<file path="src/rtl/signed_display_pkg.sv">
// signed_display_pkg: segment constants, sequencer state encoding and the
// magnitude-digit pattern lookup shared by the display sequencer files.
package signed_display_pkg;

  // All segments off (active-low display).
  localparam logic [6:0] SEG_BLANK = 7'b1111111;
  // Only segment g lit: the minus sign.
  localparam logic [6:0] SEG_MINUS = 7'b1111110;

  // Digit selector values for the scan.
  localparam logic DIGIT_MAG  = 1'b0;
  localparam logic DIGIT_SIGN = 1'b1;

  typedef enum logic [1:0] {
    IDLE = 2'd0,
    SHOW = 2'd1,
    HOLD = 2'd2
  } state_e;

  // Active-low {a..g} pattern for the magnitude of a 4-bit two's-complement value.
  // -8 has magnitude 8 and is shown with every segment lit.
  function automatic logic [6:0] mag_pattern(input logic [3:0] value);
    logic [3:0] mag;
    mag = value[3] ? (4'd0 - value) : value;
    case (mag)
      4'd0:    mag_pattern = 7'b0000001;
      4'd1:    mag_pattern = 7'b1001111;
      4'd2:    mag_pattern = 7'b0010010;
      4'd3:    mag_pattern = 7'b0000110;
      4'd4:    mag_pattern = 7'b1001100;
      4'd5:    mag_pattern = 7'b0100100;
      4'd6:    mag_pattern = 7'b0100000;
      4'd7:    mag_pattern = 7'b0001111;
      4'd8:    mag_pattern = 7'b0000000;
      default: mag_pattern = SEG_BLANK;
    endcase
  endfunction

endpackage

</file>
<file path="src/rtl/signed_seg_decode.sv">
// signed_seg_decode: combinational sign/magnitude segment decode of a 4-bit
// two's-complement value for a two-digit active-low display.
module signed_seg_decode
  import signed_display_pkg::*;
(
  input  logic [3:0] i_value,
  output logic [6:0] o_mag_seg,
  output logic [6:0] o_sign_seg
);

  // Magnitude pattern from the shared table; minus sign whenever bit 3 is set.
  always_comb begin
    o_mag_seg  = mag_pattern(i_value);
    o_sign_seg = i_value[3] ? SEG_MINUS : SEG_BLANK;
  end

endmodule

</file>
<file path="src/rtl/signed_display_sequencer.sv">
// signed_display_sequencer: cycles a two-digit seven-segment display through
// NUM_SLOTS stored signed values, scanning sign and magnitude digits.
// Optional build macro SIGNED_DISPLAY_SKIP_ZERO_EN: dwell advances and start
// skip slots that hold zero.
module signed_display_sequencer
  import signed_display_pkg::*;
#(
  parameter int NUM_SLOTS    = 4,
  parameter int DWELL_CYCLES = 50000000,
  parameter int SCAN_CYCLES  = 50000
) (
  input  logic       clk,
  input  logic       rst,
  input  logic       wr_en,
  input  logic [3:0] wr_addr,
  input  logic [3:0] wr_data,
  input  logic       start,
  input  logic       pause,
  input  logic       stop,
  output logic [6:0] seg,
  output logic [1:0] an,
  output logic [3:0] slot_idx,
  output logic       busy
);

  localparam int DW = (DWELL_CYCLES > 1) ? $clog2(DWELL_CYCLES) : 1;
  localparam int SW = (SCAN_CYCLES > 1) ? $clog2(SCAN_CYCLES) : 1;
  localparam logic [DW-1:0] DWELL_LAST = DW'(DWELL_CYCLES - 1);
  localparam logic [SW-1:0] SCAN_LAST  = SW'(SCAN_CYCLES - 1);
  localparam logic [3:0]    SLOT_LAST  = 4'(NUM_SLOTS - 1);

  state_e        r_state;
  state_e        w_state_nxt;
  logic [3:0]    r_slots [NUM_SLOTS];
  logic [3:0]    r_slot_idx;
  logic [DW-1:0] r_dwell;
  logic [SW-1:0] r_scan;
  logic          r_digit;
  logic [6:0]    r_seg;
  logic [1:0]    r_an;
  logic          r_busy;

  logic [3:0]    w_sel_value;
  logic [6:0]    w_mag_seg;
  logic [6:0]    w_sign_seg;
  logic [3:0]    w_adv_idx;
  logic [3:0]    w_start_idx;
  logic [6:0]    w_seg_nxt;
  logic [1:0]    w_an_nxt;
  logic          w_dwell_wrap;

  assign seg      = r_seg;
  assign an       = r_an;
  assign slot_idx = r_slot_idx;
  assign busy     = r_busy;

  assign w_dwell_wrap = (r_dwell == DWELL_LAST);

  // Slot storage: writes land on the clock edge in any state; out-of-range addresses match no slot.
  always_ff @(posedge clk or posedge rst) begin
    if (rst) begin
      for (int i = 0; i < NUM_SLOTS; i++) begin
        r_slots[i] <= 4'd0;
      end
    end else begin
      for (int i = 0; i < NUM_SLOTS; i++) begin
        if (wr_en && (wr_addr == 4'(i))) begin
          r_slots[i] <= wr_data;
        end
      end
    end
  end

  // Select the value of the slot currently on display.
  always_comb begin
    w_sel_value = 4'd0;
    for (int i = 0; i < NUM_SLOTS; i++) begin
      w_sel_value = (r_slot_idx == 4'(i)) ? r_slots[i] : w_sel_value;
    end
  end

  signed_seg_decode u_decode (
    .i_value    (w_sel_value),
    .o_mag_seg  (w_mag_seg),
    .o_sign_seg (w_sign_seg)
  );

`ifdef SIGNED_DISPLAY_SKIP_ZERO_EN
  logic [NUM_SLOTS-1:0] w_nonzero;
  logic [4:0]           w_dist;
  logic [4:0]           w_best;

  // Flag each slot that holds a nonzero value.
  always_comb begin
    w_nonzero = '0;
    for (int i = 0; i < NUM_SLOTS; i++) begin
      w_nonzero[i] = (r_slots[i] != 4'd0);
    end
  end

  // Nearest nonzero slot after the current one with wrap; the current slot is the last candidate.
  always_comb begin
    w_adv_idx = r_slot_idx;
    w_best    = 5'd31;
    w_dist    = 5'd0;
    for (int i = 0; i < NUM_SLOTS; i++) begin
      w_dist    = (5'(i) > {1'b0, r_slot_idx}) ? (5'(i) - {1'b0, r_slot_idx})
                                               : (5'(i) + 5'(NUM_SLOTS) - {1'b0, r_slot_idx});
      w_adv_idx = (w_nonzero[i] && (w_dist < w_best)) ? 4'(i) : w_adv_idx;
      w_best    = (w_nonzero[i] && (w_dist < w_best)) ? w_dist : w_best;
    end
  end

  // Lowest-index nonzero slot for start; slot 0 when all slots are zero.
  always_comb begin
    w_start_idx = 4'd0;
    for (int i = NUM_SLOTS - 1; i >= 0; i--) begin
      w_start_idx = w_nonzero[i] ? 4'(i) : w_start_idx;
    end
  end
`else
  // Plain in-order advance with wrap; start always begins at slot 0.
  always_comb begin
    w_adv_idx   = (r_slot_idx == SLOT_LAST) ? 4'd0 : (r_slot_idx + 4'd1);
    w_start_idx = 4'd0;
  end
`endif

  // FSM state register.
  always_ff @(posedge clk or posedge rst) begin
    if (rst) begin
      r_state <= IDLE;
    end else begin
      r_state <= w_state_nxt;
    end
  end

  // FSM next state: stop beats start, start beats pause (start is a no-op in SHOW).
  always_comb begin
    w_state_nxt = r_state;
    case (r_state)
      IDLE: begin
        if (stop) begin
          w_state_nxt = IDLE;
        end else if (start) begin
          w_state_nxt = SHOW;
        end else begin
          w_state_nxt = IDLE;
        end
      end
      SHOW: begin
        if (stop) begin
          w_state_nxt = IDLE;
        end else if (start) begin
          w_state_nxt = SHOW;
        end else if (pause) begin
          w_state_nxt = HOLD;
        end else begin
          w_state_nxt = SHOW;
        end
      end
      HOLD: begin
        if (stop) begin
          w_state_nxt = IDLE;
        end else if (start || pause) begin
          w_state_nxt = SHOW;
        end else begin
          w_state_nxt = HOLD;
        end
      end
      default: begin
        w_state_nxt = IDLE;
      end
    endcase
  end

  // Dwell/slot and scan counters: dwell runs only in SHOW, scan in SHOW and HOLD.
  always_ff @(posedge clk or posedge rst) begin
    if (rst) begin
      r_slot_idx <= 4'd0;
      r_dwell    <= '0;
      r_scan     <= '0;
      r_digit    <= DIGIT_MAG;
    end else begin
      case (r_state)
        SHOW, HOLD: begin
          if (stop) begin
            r_slot_idx <= 4'd0;
            r_dwell    <= '0;
            r_scan     <= '0;
            r_digit    <= DIGIT_MAG;
          end else begin
            if (r_state == SHOW) begin
              if (w_dwell_wrap) begin
                r_dwell    <= '0;
                r_slot_idx <= w_adv_idx;
              end else begin
                r_dwell <= r_dwell + DW'(1);
              end
            end
            if (r_scan == SCAN_LAST) begin
              r_scan  <= '0;
              r_digit <= ~r_digit;
            end else begin
              r_scan <= r_scan + SW'(1);
            end
          end
        end
        default: begin
          r_dwell    <= '0;
          r_scan     <= '0;
          r_digit    <= DIGIT_MAG;
          r_slot_idx <= (w_state_nxt == SHOW) ? w_start_idx : 4'd0;
        end
      endcase
    end
  end

  // FSM outputs: blank in IDLE, otherwise drive the digit chosen by the scan.
  always_comb begin
    w_seg_nxt = SEG_BLANK;
    w_an_nxt  = 2'b11;
    case (r_state)
      SHOW, HOLD: begin
        if (r_digit == DIGIT_MAG) begin
          w_seg_nxt = w_mag_seg;
          w_an_nxt  = 2'b10;
        end else begin
          w_seg_nxt = w_sign_seg;
          w_an_nxt  = 2'b01;
        end
      end
      default: begin
        w_seg_nxt = SEG_BLANK;
        w_an_nxt  = 2'b11;
      end
    endcase
  end

  // Registered pin outputs; busy follows the state register without extra lag.
  always_ff @(posedge clk or posedge rst) begin
    if (rst) begin
      r_seg  <= SEG_BLANK;
      r_an   <= 2'b11;
      r_busy <= 1'b0;
    end else begin
      r_seg  <= w_seg_nxt;
      r_an   <= w_an_nxt;
      r_busy <= (w_state_nxt != IDLE);
    end
  end

endmodule
</file>
<file path="config.mk">
export PLATFORM = sky130hd
export DESIGN_NAME = signed_display_sequencer
export DESIGN_NICKNAME = d
export VERILOG_FILES = /design/src/rtl/signed_display_pkg.sv /design/src/rtl/signed_seg_decode.sv /design/src/rtl/signed_display_sequencer.sv
export SDC_FILE = /design/constraint.sdc
export NUM_CORES = 1
export LEC_CHECK = 0
export CAP_MARGIN = 20
export CORE_UTILIZATION = 64
export CTS_CLUSTER_SIZE = 10
export DETAILED_ROUTE_END_ITERATION = 10
export PLACE_DENSITY_LB_ADDON = 0.12
export SETUP_SLACK_MARGIN = 0.4
export SKIP_CTS_REPAIR_TIMING = 1
export SLEW_MARGIN = 20
export SYNTH_ARGS = -nofsm -noshare
export SYNTH_HDL_FRONTEND = slang
export SYNTH_SLANG_ARGS = --single-unit
</file>
<file path="constraint.sdc">
create_clock -name clk -period 7.2 [get_ports clk]
set_input_delay 1.08 -clock clk [delete_from_list [all_inputs] [get_ports clk]]
set_output_delay 1.08 -clock clk [all_outputs]
set_load 0.03 [all_outputs]
</file>
======== Word level (Yosys, flattened, before mapping) ========
Memory sizes are Yosys's and may differ from the RTL's.
Cells that the tools add are included.
word-level totals
  ROM bits ................................ 112
  bits of input ports ..................... 14
  output and inout bits ................... 14
  register bits ........................... 75
  memories ................................ 1
cells by class
  reductions and logical operators ........ 11
  bitwise operators ....................... 1
  mux-type cells .......................... 33
  equal/unequal tests ..................... 13
  add/sub/neg operators ................... 4
memory list
  name             depth  width  rd ports  clocked after Yosys merged registers in  wr ports  RTL line                  text
  (no name shown)  16     7      1         0                                        0         signed_display_pkg.sv:25  case (mag)
operator list
  operator                                                               count
  26-bit 2-to-1 mux                                                      4
  16-bit 2-to-1 mux                                                      3
  4-bit 2-to-1 mux                                                       10
  26-bit by 1-bit adder with 26-bit output, second input constant        1
  26-bit equality test, second input constant                            1
  16-bit by 1-bit adder with 16-bit output, second input constant        1
  16-bit equality test, second input constant                            1
  4-bit by 2-bit equality test with 1-bit output, second input constant  4
  2-bit 2-to-1 mux                                                       7
  7-bit 2-to-1 mux                                                       2
  3-bit != test, second input constant                                   3
  4-bit by 1-bit equality test with 1-bit output, second input constant  2
  4-bit logical NOT                                                      2
  1-bit 2-to-1 mux                                                       6
  2-bit one-hot mux with 3 select lines                                  1
  4-bit by 1-bit adder with 4-bit output, second input constant          1
  1-bit logical AND                                                      4
  1-bit by 4-bit subtractor with 4-bit output, first input constant      1
  2-bit by 1-bit equality test with 1-bit output, second input constant  1
  2-bit equality test, second input constant                             1
  2-bit logical NOT                                                      1
  2-bit AND reduction                                                    1
  2-bit nonzero test                                                     1
  2-bit OR reduction                                                     1
  2 further kinds                                                        2

======== Depth between registers and ports, before layout ========
An unclocked memory read counts as a cell.
  word-level depth ........................ 10
  depth in mapped cells ................... 13
  mapped depth without buffers ............ 12

======== Modules after synthesis ========
Synthesis repeated with hierarchy kept, for this count alone.
second synthesis, totals
  cells, all modules ...................... 445
  area total of the unflattened synthesis .. 4270.3 um2
modules (own cells, without submodules)
  module                    cells each  area each (um2)  times used
  signed_display_sequencer  380         3831.2           1
  signed_seg_decode         65          439.2            1

======== Least setup slack after synthesis ========
Ideal clock, no wire load.
  kind .................................... flip-flop to flip-flop
  start point ............................. register r_slot_idx[1], in the netlist slot_idx[1]
  end point ............................... register r_seg[3], in the netlist seg[3]
  setup slack ............................. 4251 ps
  arrival ................................. 2861 ps
  path buffers ............................ 1
  stages on the path, launching flop included .. 12
  cell sequence ........................... dfrtp_1 -> inv_1 -> ha_1 -> o211a_1 -> or2_1 -> buf_2 -> ha_1 -> mux2_2 -> ha_1 -> nand2_1 -> o221a_1 -> or3_1
on the way
  cells in the longest elaborated chain, start to end .. 10
  elaborated cells between the ends (all ways) .. 13
  classes of those cells .................. add/sub: 1; eq/ne: 3; mux: 7; reduce/logical: 1; memory: 1
RTL lines
  element                                      RTL line                         text
  start, declared                              signed_display_sequencer.sv:35   logic [3:0] r_slot_idx;
  start signal, assigned                       signed_display_sequencer.sv:196  r_slot_idx <= w_adv_idx;
  start signal, assigned                       signed_display_sequencer.sv:213  r_slot_idx <= (w_state_nxt == SHOW) ? w_start_idx : 4'd0;
  4-bit logical NOT                            signed_display_sequencer.sv:78   w_sel_value = (r_slot_idx == 4'(i)) ? r_slots[i] : w_sel_value;
  4-bit 2-to-1 mux (3 in series)               signed_display_sequencer.sv:78
  4-bit 2-to-1 mux (*)                         signed_display_sequencer.sv:78
  1-bit by 4-bit subtractor with 4-bit output  signed_display_pkg.sv:24         mag = value[3] ? (4'd0 - value) : value;
  4-bit 2-to-1 mux (*)                         signed_display_pkg.sv:24
  memory read 16 x 7 bit (*)                   n/a
  7-bit 2-to-1 mux (*)                         signed_display_sequencer.sv:225  if (r_digit == DIGIT_MAG) begin
  7-bit 2-to-1 mux (*)                         signed_display_sequencer.sv:223  case (r_state)
  named net w_seg_nxt[3]                       signed_display_sequencer.sv:48   logic [6:0] w_seg_nxt;
  end signal, assigned                         signed_display_sequencer.sv:247  r_seg <= w_seg_nxt;
  end, declared                                signed_display_sequencer.sv:39   logic [6:0] r_seg;
The timed path passes the listed nets; every way through them passes the cells marked *.
A chain may end at the register's enable or synchronous reset.

======== Worst setup path in the final report ========
  start point ............................. input stop
  end point ............................... register r_dwell[22]
on the way
  cells in the longest elaborated chain, start to end .. 2
  elaborated cells between the ends (all ways) .. 3
  classes of those cells .................. eq/ne: 1; mux: 2
RTL lines
  element               RTL line                         text
  start, declared       signed_display_sequencer.sv:19   input logic stop,
  26-bit 2-to-1 mux     signed_display_sequencer.sv:187  if (stop) begin
  26-bit 2-to-1 mux     signed_display_sequencer.sv:185  case (r_state)
  end signal, assigned  signed_display_sequencer.sv:198  r_dwell <= r_dwell + DW'(1);
  end, declared         signed_display_sequencer.sv:36   logic [DW-1:0] r_dwell;
Parallel ways exist; a longest one is shown, timed or not.

==> results.json <==
{
  "area_delta_synth_final_pct": 11.3,
  "mappedNetlistNets": 441,
  "remaining_drc_errors": 0,
  "slew_headroom_pct": 38.5,
  "post-synth-top-area-fraction_pct": 39.8,
  "clock-root-buffer": "clkbuf_8",
  "route.detailed.wl_per_inst_um": 15.5,
  "cts-root-to-sink-buffers": 2,
  "cp.arrival_ps": 3380,
  "n_diodes": 0,
  "die_w_um": 82.5,
  "first_pass_iters": 4,
  "tightest_slew_ps": 922,
  "ys.flop_type": "dfrtp_1",
  "holdPathEnd": "r_scan[0]$_DFF_PP0_",
  "postRouteWirelength_um": 7960,
  "final_layout_size_suffix_gt1_share_pct": 14.3,
  "powerDensity_mw_per_mm2": 233,
  "worstReg2RegEnd": "seg[3]$_DFF_PP1_",
  "timing.critical_path.fanout_max": 12,
  "irDropWorstVdd_uv": 168,
  "finalCriticalPeriod_ps": 3160,
  "yosys_register_bits": 75,
  "seq_area_frac_synth_pct": 45.5,
  "finalHoldWorstSlack_ps": 494,
  "syn-mean-instance-area_um2": 10.1,
  "reg2regPathDepth": 10,
  "routed_via_density": 5.90,
  "final.period_utilization_pct": 43.8,
  "yosysWarningCount": 0,
  "core_area_mm2": 0.00610,
  "synth_common_cells": "dfrtp_1 (66), nor2_1 (53), nand2_1 (35), xor2_1 (22), nand3_1 (19)",
  "finClkSkew_ps": 4.89,
  "fmax_ghz": 0.317,
  "tritoncts_clock_tree": "yes",
  "first_drt_iteration_drcs": 150,
  "drv.max_cap_violation_count": 0,
  "critPathKind": "primary input to register",
  "grt_antenna_before_repair": 0,
  "power.leakage_nw": 1.94,
  "layout.cell_area.non_filler_mm2": 0.00461,
  "die_height_um": 82.5,
  "final_critical_path_setup_slack_ps": 4040,
  "grt_use_total_pct": 26.2,
  "r2r_start": "slot_idx[1]$_DFFE_PP0P_",
  "via_count": 3039,
  "setup_repair_after_global_routing_missed_its_margin": "false",
  "setup_tns_ps": 0,
  "pre_cts_slack_ps": 3710,
  "netlist_area_mm2": 0.00415,
  "worstHoldStart": "r_scan[0]$_DFF_PP0_",
  "hold_path.class": "register to register",
  "core.rowCount": 28,
  "synthDistinctLibCells": 68,
  "dieArea_mm2": 0.00681,
  "synth_edf_count": 0,
  "io_buffers": 27,
  "ys_async_sr_fraction_pct": 100,
  "outcome": "completed",
  "globalRoute.totalOverflow": 0,
  "remaining_antenna_violation_count": 0,
  "cp-start-kind": "primary input",
  "report.final.hold_viol_count": 0,
  "setup_viol": 0,
  "cts-buffers-inserted": 9,
  "drv_slew": 0,
  "htree_levels": 3,
  "holdPathStages": 1,
  "synth_cells": 411,
  "worst_setup_path_end_kind": "register",
  "nNetsFinal": 466,
  "grt_first_pass_wirelength_um": 13400,
  "cts.sink_count": 75,
  "floorplan.initialDensity_pct": 68.0,
  "detailedPlacementHpwl_um": 5380,
  "synth_most_common_cell": "dfrtp_1",
  "ios": 28,
  "synth_top_area_cell": "dfrtp_1",
  "maximum_number_of_pins_on_one_net_before_global_route_repair": 76,
  "gp_congestion": 0.868,
  "clkTransAtPathRegs_ps": 70,
  "clock_insertion_delay_worst_skew_ps": 340,
  "yosys-top-cells-area": "dfrtp_1 (40%), dfstp_2 (5.7%), ha_1 (4.8%), nor2_1 (4.8%), xor2_1 (4.6%)",
  "critPathRequiredTime_ps": 7420,
  "detailed_place.area_mm2": 0.00444,
  "vias_in_the_first_global_route": 2856,
  "r2r_setup_slack_ps": 4070
}
registers in the layout (all words and copies together), names as in the netlist:
register  flops
r_dwell      26
seg           7
busy          1
r_digit       1
an            2
slot_idx      4
r_slots      16
r_state       2
r_scan       16
per-stage QoR:
| stage | util, % | total power, mW | cells |
|---|---|---|---|
| after floorplan | - | 0.707 | 411 |
| after global placement | 72.8 | 0.767 | 500 |
| after detailed placement | 72.8 | 0.775 | 500 |
| after CTS | 75.7 | 1.08 | 515 |
| after global routing | 75.7 | 1.14 | 515 |
| final | 75.7 | 1.08 | 515 |
cell families after synthesis:
group,Yosys count,synth area share (%)
AOI/OAI and AO/OA,60,11.2
xor gates and xnor gates,34,7.18
adders and majority gates,16,4.83
buffers and inverters,32,3.56
DFF,75,45.5
muxes,19,5.10
and+or+nand+nor,175,22.7
final cells by class:
class                   count  area, µm²
repair buffers             28        278
fillers                   452       1480
multi-input cells         304       2110
well taps                  75       93.8
clock inverters             3       40.0
flip-flops and latches     75       1890
inverters                  18       67.6
clock buffers              12        135
metal layers:
layer | GRT usage [%] | part of all wire (%)
met5 | 0 | 0
met4 | 7.93 | 1.1
met3 | 6.81 | 3.6
met2 | 39.9 | 46
met1 | 36.7 | 49
worst max-delay path by stage:
stage | end | start | depth (start not counted) | slack [ps]
floorplan | busy$_DFF_PP0_ | rst | 1 | 4220
global placement | r_dwell[18]$_DFFE_PP0P_ | stop | 7 | 3800
detailed placement | r_dwell[22]$_DFFE_PP0P_ | stop | 7 | 3710
CTS | seg[3]$_DFF_PP1_ | slot_idx[0]$_DFFE_PP0P_ | 10 | 4080
global route | r_dwell[18]$_DFFE_PP0P_ | stop | 7 | 3840
finish | r_dwell[22]$_DFFE_PP0P_ | stop | 7 | 4040
critical path, stage by stage:
cell and delay (ps):
clkdlybuf4s50_1 520, nand2b_1 410, o2111ai_1 300, nor4_2 640
nand3_1 190, xor2_1 180, nor2_1 50
cell usage in the layout (no fill, tap or decap), types with 3 or more instances in the layout:
cell,n
or3_1,8
or2_1,3
mux2_2,17
dfrtp_1,66
clkbuf_1,3
a31oi_1,4
o31ai_1,3
ha_1,16
and3_1,8
clkdlybuf4s50_1,27
dfstp_2,9
clkbuf_8,9
and4_1,3
xor2_1,22
xnor2_1,12
o21ai_0,13
nand2b_1,5
nand4_1,10
nor3_1,6
nand3_1,19
o21ai_1,3
nor2_1,53
inv_1,16
nand2_1,35
a21oi_1,9
where the power goes:
group / internal, mW / total, mW / switching, mW
clock: 0.158 / 0.303 / 0.146
sequential: 0.462 / 0.483 / 0.0205
combinational: 0.121 / 0.291 / 0.170
total: 0.741 / 1.08 / 0.336
Power figures use the tool's default switching activity.
